==> src/rtl/lsu_arbiter.sv <==
// lsu_arbiter: shares the single load/store unit port between master 0
// (core datapath) and master 1 (debug loader / DMA).
//
// Each accepted request is latched, then driven to the LSU for exactly one
// transaction. The arbiter then waits RD_LATENCY cycles and returns the data
// with a one-cycle rvalid pulse to the owning master. Misaligned or
// invalid-size accesses are rejected before the LSU is driven, so illegal
// stores never reach dmem or IO registers.
//
// Ports:
//   i_clk, i_reset           clock (posedge), async active-high reset
//   i_mN_req/addr/wdata/     master N request; req is held until o_mN_gnt
//     wren/func3
//   o_mN_gnt                 one-cycle accept pulse (same cycle as decision)
//   o_mN_rvalid, o_mN_err    one-cycle completion pulse and its error flag
//   o_rdata                  response data, valid with either rvalid
//   o_lsu_addr/st_data/      LSU request bus
//     wren/func3
//   i_lsu_ld_data            LSU load result
//   o_busy                   high whenever the sequencer is not idle
//
// Optional build macro LSU_ARB_LOCK_EN adds i_m0_lock / i_m1_lock. A master
// whose lock is high in its response cycle keeps exclusive ownership of the
// next arbitration for as long as it keeps requesting with lock high.
module lsu_arbiter #(
  parameter int unsigned RD_LATENCY = 1,
  parameter int unsigned ADDR_W     = 32,
  parameter int unsigned DATA_W     = 32
) (
  input  logic              i_clk,
  input  logic              i_reset,
`ifdef LSU_ARB_LOCK_EN
  input  logic              i_m0_lock,
  input  logic              i_m1_lock,
`endif
  input  logic              i_m0_req,
  input  logic [ADDR_W-1:0] i_m0_addr,
  input  logic [DATA_W-1:0] i_m0_wdata,
  input  logic              i_m0_wren,
  input  logic [2:0]        i_m0_func3,
  output logic              o_m0_gnt,
  output logic              o_m0_rvalid,
  output logic              o_m0_err,
  input  logic              i_m1_req,
  input  logic [ADDR_W-1:0] i_m1_addr,
  input  logic [DATA_W-1:0] i_m1_wdata,
  input  logic              i_m1_wren,
  input  logic [2:0]        i_m1_func3,
  output logic              o_m1_gnt,
  output logic              o_m1_rvalid,
  output logic              o_m1_err,
  output logic [DATA_W-1:0] o_rdata,
  output logic [ADDR_W-1:0] o_lsu_addr,
  output logic [DATA_W-1:0] o_lsu_st_data,
  output logic              o_lsu_wren,
  output logic [2:0]        o_lsu_func3,
  input  logic [DATA_W-1:0] i_lsu_ld_data,
  output logic              o_busy
);

  typedef enum logic [1:0] {
    S_IDLE,
    S_ACCESS,
    S_WAIT,
    S_RESP
  } state_e;

  localparam logic [2:0] LAT = 3'(RD_LATENCY);

  state_e              state_q, state_d;
  logic                last_q, last_d;    // 1: master 1 was served last
  logic [ADDR_W-1:0]   addr_q, addr_d;
  logic [DATA_W-1:0]   wdata_q, wdata_d;
  logic                wren_q, wren_d;
  logic [2:0]          func3_q, func3_d;
  logic                id_q, id_d;        // owning master of the transaction
  logic                err_q, err_d;
  logic [2:0]          cnt_q, cnt_d;
  logic [DATA_W-1:0]   rdata_q, rdata_d;

  logic                m0_elig, m1_elig;
  logic                pick_m1;
  logic                grant;
  logic [ADDR_W-1:0]   sel_addr;
  logic [2:0]          sel_func3;
  logic                req_err;

`ifdef LSU_ARB_LOCK_EN
  logic                lock_q, lock_d;
  logic                lock_id_q, lock_id_d;
  logic                owner_req;
  logic                lock_hold;
`endif

  // Arbitration and request legality check.
  always_comb begin
`ifdef LSU_ARB_LOCK_EN
    // A held lock masks the other master only while its owner still requests.
    owner_req = lock_id_q ? i_m1_req : i_m0_req;
    lock_hold = lock_q & owner_req;
    m0_elig   = i_m0_req & ~(lock_hold & lock_id_q);
    m1_elig   = i_m1_req & ~(lock_hold & ~lock_id_q);
`else
    m0_elig   = i_m0_req;
    m1_elig   = i_m1_req;
`endif
    // Tie goes to the master not served last.
    pick_m1   = m1_elig & (~m0_elig | ~last_q);
    grant     = (state_q == S_IDLE) & (m0_elig | m1_elig);
    sel_addr  = pick_m1 ? i_m1_addr  : i_m0_addr;
    sel_func3 = pick_m1 ? i_m1_func3 : i_m0_func3;

    case (sel_func3)
      3'b000, 3'b100: req_err = 1'b0;
      3'b001, 3'b101: req_err = sel_addr[0];
      3'b010:         req_err = (sel_addr[1:0] != 2'b00);
      default:        req_err = 1'b1;
    endcase
  end

  // Sequencer next-state logic.
  always_comb begin
    state_d = state_q;
    last_d  = last_q;
    addr_d  = addr_q;
    wdata_d = wdata_q;
    wren_d  = wren_q;
    func3_d = func3_q;
    id_d    = id_q;
    err_d   = err_q;
    cnt_d   = cnt_q;
    rdata_d = rdata_q;
`ifdef LSU_ARB_LOCK_EN
    lock_d    = lock_q;
    lock_id_d = lock_id_q;
`endif

    case (state_q)
      S_IDLE: begin
`ifdef LSU_ARB_LOCK_EN
        if (lock_q && !owner_req) begin
          lock_d = 1'b0;
        end
`endif
        if (grant) begin
          addr_d  = sel_addr;
          wdata_d = pick_m1 ? i_m1_wdata : i_m0_wdata;
          wren_d  = pick_m1 ? i_m1_wren  : i_m0_wren;
          func3_d = sel_func3;
          id_d    = pick_m1;
          err_d   = req_err;
          if (req_err) begin
            rdata_d = '0;
            state_d = S_RESP;
          end else begin
            state_d = S_ACCESS;
          end
        end
      end
      S_ACCESS: begin
        cnt_d = LAT;
        if (LAT == 3'd0) begin
          rdata_d = wren_q ? '0 : i_lsu_ld_data;
          state_d = S_RESP;
        end else begin
          state_d = S_WAIT;
        end
      end
      S_WAIT: begin
        cnt_d = cnt_q - 3'd1;
        if (cnt_q == 3'd1) begin
          rdata_d = wren_q ? '0 : i_lsu_ld_data;
          state_d = S_RESP;
        end
      end
      S_RESP: begin
        last_d  = id_q;
`ifdef LSU_ARB_LOCK_EN
        lock_d    = id_q ? i_m1_lock : i_m0_lock;
        lock_id_d = id_q;
`endif
        state_d = S_IDLE;
      end
      default: state_d = S_IDLE;
    endcase
  end

  always_ff @(posedge i_clk or posedge i_reset) begin
    if (i_reset) begin
      state_q <= S_IDLE;
      last_q  <= 1'b1;
      addr_q  <= '0;
      wdata_q <= '0;
      wren_q  <= 1'b0;
      func3_q <= '0;
      id_q    <= 1'b0;
      err_q   <= 1'b0;
      cnt_q   <= '0;
      rdata_q <= '0;
`ifdef LSU_ARB_LOCK_EN
      lock_q    <= 1'b0;
      lock_id_q <= 1'b0;
`endif
    end else begin
      state_q <= state_d;
      last_q  <= last_d;
      addr_q  <= addr_d;
      wdata_q <= wdata_d;
      wren_q  <= wren_d;
      func3_q <= func3_d;
      id_q    <= id_d;
      err_q   <= err_d;
      cnt_q   <= cnt_d;
      rdata_q <= rdata_d;
`ifdef LSU_ARB_LOCK_EN
      lock_q    <= lock_d;
      lock_id_q <= lock_id_d;
`endif
    end
  end

  // Grants are combinational from the live requests, so they are gated by
  // reset to keep every output low while reset is held.
  assign o_m0_gnt    = grant & ~pick_m1 & ~i_reset;
  assign o_m1_gnt    = grant &  pick_m1 & ~i_reset;
  assign o_m0_rvalid = (state_q == S_RESP) & ~id_q;
  assign o_m1_rvalid = (state_q == S_RESP) &  id_q;
  assign o_m0_err    = o_m0_rvalid & err_q;
  assign o_m1_err    = o_m1_rvalid & err_q;
  assign o_rdata     = rdata_q;
  assign o_busy      = (state_q != S_IDLE);

  // Address and size stay on the bus through WAIT; write enable and store
  // data are only presented in the single ACCESS cycle.
  assign o_lsu_addr    = ((state_q == S_ACCESS) || (state_q == S_WAIT)) ? addr_q  : '0;
  assign o_lsu_func3   = ((state_q == S_ACCESS) || (state_q == S_WAIT)) ? func3_q : '0;
  assign o_lsu_st_data = (state_q == S_ACCESS) ? wdata_q : '0;
  assign o_lsu_wren    = (state_q == S_ACCESS) & wren_q;

endmodule

==> config.mk <==
export PLATFORM = sky130hd
export DESIGN_NAME = lsu_arbiter
export DESIGN_NICKNAME = d
export VERILOG_FILES = /design/src/rtl/lsu_arbiter.sv
export SDC_FILE = /design/constraint.sdc
export NUM_CORES = 1
export LEC_CHECK = 0
export BUFFER_PORTS_ARGS = -buffer_cell sky130_fd_sc_hd__buf_4
export CORE_MARGIN = 2
export CORE_UTILIZATION = 45
export DETAILED_ROUTE_END_ITERATION = 16
export PLACE_DENSITY = 0.81
export SYNTH_ARGS = -nofsm -noshare
export SYNTH_HDL_FRONTEND = slang
export SYNTH_SLANG_ARGS = --single-unit
==> constraint.sdc <==
create_clock -name i_clk -period 20.1 [get_ports i_clk]
set_input_delay 6.03 -clock i_clk [delete_from_list [all_inputs] [get_ports i_clk]]
set_output_delay 6.03 -clock i_clk [all_outputs]
set_load 0.01 [all_outputs]
=== Yosys cells after proc, flatten, opt, wreduce, memory -nomap -nowiden ===
Cells that the tools add are included.
W data, S select, Z words.

* Bits in registers: 108
* Latch bits: 0
* Bits in writable memories: 0
* ROM bits: 0
* Input bits: 172
* Logic and storage cells: 70
* Memories: 0

* Add/subtract/negate cells: 1
* Multipliers: 0
* Div/mod/pow operators: 0
* Order comparisons: 0
* Equal/unequal tests: 11
* Shift operators: 0
* Muxes and demuxes: 18
* Bitwise gates (word level): 18
* Reduce and logical (&&, ||, !) cells: 12

{| class="wikitable"
|+ Operators by type and width
! operator !! number
|-
| $mux W32 || 8
|-
| $pmux W32 S2 || 1
|-
| $and A1 B1 Y1 || 11
|-
| $pmux W2 S4 || 1
|-
| $reduce_bool A2 Y1 || 4
|-
| $eq A3 B1 Y1 const B || 2
|-
| $eq A3 B3 Y1 const B || 2
|-
| $mux W2 || 3
|-
| $mux W3 || 2
|-
| $ne A2 B2 Y1 const B || 3
|-
| $pmux W3 S2 || 1
|-
| $not A1 Y1 || 5
|-
| $eq A2 B2 Y1 const B || 2
|-
| $reduce_and A2 Y1 || 2
|-
| $reduce_and A4 Y1 || 1
|-
| $reduce_or A2 Y1 || 2
|-
| $eq A3 B2 Y1 const B || 1
|-
| $logic_not A3 Y1 || 1
|-
| $pmux W1 S3 || 1
|-
| $sub A3 B1 Y3 const B || 1
|-
| $eq A2 B1 Y1 const B || 1
|-
| $logic_not A2 Y1 || 1
|-
| $or A1 B1 Y1 || 2
|-
| $logic_or A1 B1 Y1 || 1
|-
| $mux W1 || 1
|}

=== Depth between registers and ports, before layout ===
* Word-level depth: 10
* Mapped depth: 8
* Mapped depth without buffers: 6

=== Least setup slack after synthesis ===
OpenSTA, ideal clock, no wires.

* Path type: input to output
* From: in i_reset
* To: out o_m0_gnt
* Arrival time: 8.669 ns
* Data required time: 14.070 ns
* Path slack: 5.401 ns
* Stages: 2
* Path buffers: 0
* Path through: inv_1 and2_1

* Longest elaborated chain between the ends: 2

{| class="wikitable"
|+ RTL lines
! what !! RTL line !! RTL
|-
| start: declaration || 31 || <nowiki>input logic i_reset,</nowiki>
|-
| $not A1 Y1 || 224 || <nowiki>assign o_m0_gnt = grant & ~pick_m1 & ~i_reset;</nowiki>
|-
| $and A1 B1 Y1 || 224 ||
|-
| end: declaration || 41 || <nowiki>output logic o_m0_gnt,</nowiki>
|}

Every way passes these cells.

=== Worst setup path after layout ===
Same ends and word-level chain as after synthesis.

==> load_flow_metrics.sql <==
INSERT INTO impl_metrics (metric_group, metric, value, unit) VALUES
('outcome', 'result_of_the_run', 'complete, no violations', ''),
('clocking', 'clkSlewWorstSetupHoldPaths', '0.09', 'ns'),
('hold_path', 'min-delay-path-class', 'reg2reg', ''),
('finish', 'share_of_cells_above_drive_strength_1', '0.435', ''),
('power', 'power_leakage', '4.07', 'nW'),
('worst_setup_path', 'critPathTopFamily', 'buffers and inverters', ''),
('synth', 'postSynthRegisterBits', '108', ''),
('clocking', 'cts_h_tree_lvls', '3', ''),
('die', 'ios', '279', ''),
('global_routing', 'globalRouteOverflowTotal', '0', ''),
('worst_setup_path', 'criticalPathCategory', 'in2out', ''),
('worst_setup_path', 'worst-endpoint-required', '14.07', 'ns'),
('finish', 'insertedDiodeCount', '0', ''),
('synth', 'ys_async_sr_fraction', '1.00', ''),
('synth', 'synth_area', '0.00493', 'mm^2'),
('detailed_routing', 'post-route-drc-count', '0', ''),
('worst_setup_path', 'cpPeakStageDelay', '0.35', 'ns'),
('synth', 'basic_gate_share_of_the_synthesized_area_counting_and_or_nand_and_nor_cells', '0.118', ''),
('synth', 'synth.yosys.seq_area_share', '0.548', ''),
('timing', 'worst_pin_slew', '1.10', 'ns'),
('synth', 'synthTopCellsByArea', 'dfrtp_1 54%, a222oi_1 13%, and2_1 9.0%', ''),
('synth', 'yosysTopAreaCell', 'dfrtp_1', ''),
('worst_setup_path', 'cell_by_cell_listing_of_the_critical_path', 'buf_4 -> inv_4 -> and2_1 -> buf_4', ''),
('timing', 'rsz_0062_raised_after_global_routing', 'no', ''),
('detailed_routing', 'dr_total_vias', '4618', ''),
('clocking', 'cts_root_buf', 'clkbuf_8', ''),
('clocking', 'post_cts_resized', '0', ''),
('clocking', 'clock_tree_from_tritoncts', 'done', ''),
('global_routing', 'grt_antenna_before_repair', '0', ''),
('worst_setup_path', 'critical-path-top-cell-by-count', 'buf_4', ''),
('global_routing', 'pin_count_of_the_biggest_net_entering_global_routing', '77', ''),
('timing', 'fin_worst_skew', '0.0113', 'ns'),
('timing', 'final-hold-violation-count', '0', ''),
('worst_setup_path', 'worstRegToRegCells', '6', ''),
('clocking', 'cts_setup_buffers', '0', ''),
('worst_setup_path', 'data_arrival_time_of_the_critical_path', '6.86', 'ns'),
('finish', 'flow.area_growth_from_synthesis', '48.4', '%'),
('finish', 'fin_util', '0.681', ''),
('worst_setup_path', 'critical_path_peak_fanout', '42', ''),
('clocking', 'tritoncts_num_sinks', '108', ''),
('power', 'p_per_area', '142', 'mW/mm^2'),
('clocking', 'cts_buffer_depth', '2', ''),
('synth', 'ys_dominant_reg_cell', 'dfrtp_1', ''),
('synth', 'synth.top_cell.area_share', '0.543', ''),
('power', 'irDropWorstVdd', '0.0000682', 'V'),
('worst_setup_path', 'critical_path_buf_inv_count', '3', ''),
('worst_setup_path', 'end_kind', 'output pin', ''),
('synth', 'syn_nets', '620', ''),
('die', 'placeableCoreArea', '0.0107', 'mm^2'),
('timing', 'max_slew_margin', '0.264', ''),
('die', 'die_footprint', '0.0118', 'mm^2'),
('global_routing', 'grt_first_pass_wirelength', '21200', 'um'),
('synth', 'synth_mux_area_frac', '0.0147', ''),
('detailed_routing', 'ant_nets', '0', ''),
('die', 'num_rows', '38', ''),
('die', 'start_util', '0.459', ''),
('detailed_routing', 'postRouteWirelength', '14300', 'um'),
('timing', 'maxClockFrequency', '0.0776', 'GHz'),
('worst_setup_path', 'critical_path_cell_count', '4', ''),
('synth', 'area_fraction_in_compound_gates_after_synthesis', '0.215', ''),
('synth', 'warnings_from_yosys', '0', ''),
('synth', 'post_synth.cell_area_avg', '11.2', 'um^2'),
('die', 'die_h', '109', 'um'),
('synth', 'post_synth_fa_ha_maj_area_fraction', '0.0178', ''),
('timing', 'fin_worst_hold_slack', '0.484', 'ns'),
('detailed_routing', 'first_pass_iters', '9', ''),
('synth', 'number_of_enable_type_register_cells_in_the_synthesized_netlist', '0', ''),
('detailed_routing', 'drt-wirelength-per-cell', '16.9', 'um'),
('synth', 'synth_most_common_cell', 'dfrtp_1', ''),
('run', 'max_cap_viols', '0', ''),
('synth', 'largest_family_of_logic_cells_by_synthesized_area', 'compound AO/OA/AOI/OAI gates', '');
## worst paths after layout
| check | from | to | slack [ns] |
|---|---|---|---|
| min in group asynchronous | i_reset | o_rdata[16] | 5.70 |
| min reg2reg | addr_q[1] | addr_q[1] | 0.48 |
| min | addr_q[1] | addr_q[1] | 0.48 |
| max reg2reg | state_q[0] | o_rdata[24] | 17.36 |
| max in group asynchronous | i_reset | wdata_q[14] | 13.17 |
| max | i_reset | o_m0_gnt | 7.21 |
## per-stage QoR
step	total power, mW	cells	setup WS [ns]	instance area, um^2
4_1_cts	1.05	845	7.17	7310
5_1_grt	1.11	845	7.08	7310
3_3_place_gp	0.895	829	7.21	7110
6_report	1.04	845	7.21	7310
3_5_place_dp	0.912	829	7.18	7110
2_1_floorplan	0.685	441	5.40	4930
## worst register-to-register path, cell delays in order, from the launching register on
cell     delay [ns]
dfrtp_1        0.41
inv_1          0.10
ha_1           0.31
nor3b_1        0.20
a21oi_1        0.27
or4b_1         0.96
a22o_1         0.39
## registers in the layout (all words and copies together) (netlist names)
signal   flops
addr_q      32
o_rdata     32
wdata_q     32
cnt_q        3
func3_q      3
state_q      2
err_q        1
id_q         1
last_q       1
wren_q       1
## power by group
part / internal [mW] / switching, mW / total (mW)
sequential: 0.314 / 0.0521 / 0.366
clock: 0.0641 / 0.0684 / 0.133
combinational: 0.265 / 0.276 / 0.541
total: 0.643 / 0.397 / 1.04
## cell families after synthesis
kind of cell,after synthesis
and+or+nand+nor,95
buffers and inverters,106
DFF,108
adders and majority gates,7
muxes,7
AOI/OAI and AO/OA,118
## cell usage in the layout, fill, tap and decap left out, drive strengths merged, types with 7 or more instances in the layout
master    n
o21ai     8
a222oi   63
dfrtp   107
nand2     8
inv      71
ha        7
buf     283
clkbuf   12
a22o     32
and2     71
## routing by layer
metal | routed length [um] | GRT usage
met1 | 5460 | 0.283
met2 | 7230 | 0.385
met3 | 1290 | 0.0484
met4 | 338 | 0.104
met5 | 0 | 0
## final cells by class
class                   instances  area, um^2
multi-input cells             227        1840
clock buffers                  12         155
repair buffers                283        2120
fillers                       832        3430
clock inverters                 4        47.5
well taps                     140         175
flip-flops and latches        108        2700
inverters                      71         269
(Power assumes the default switching activity.)
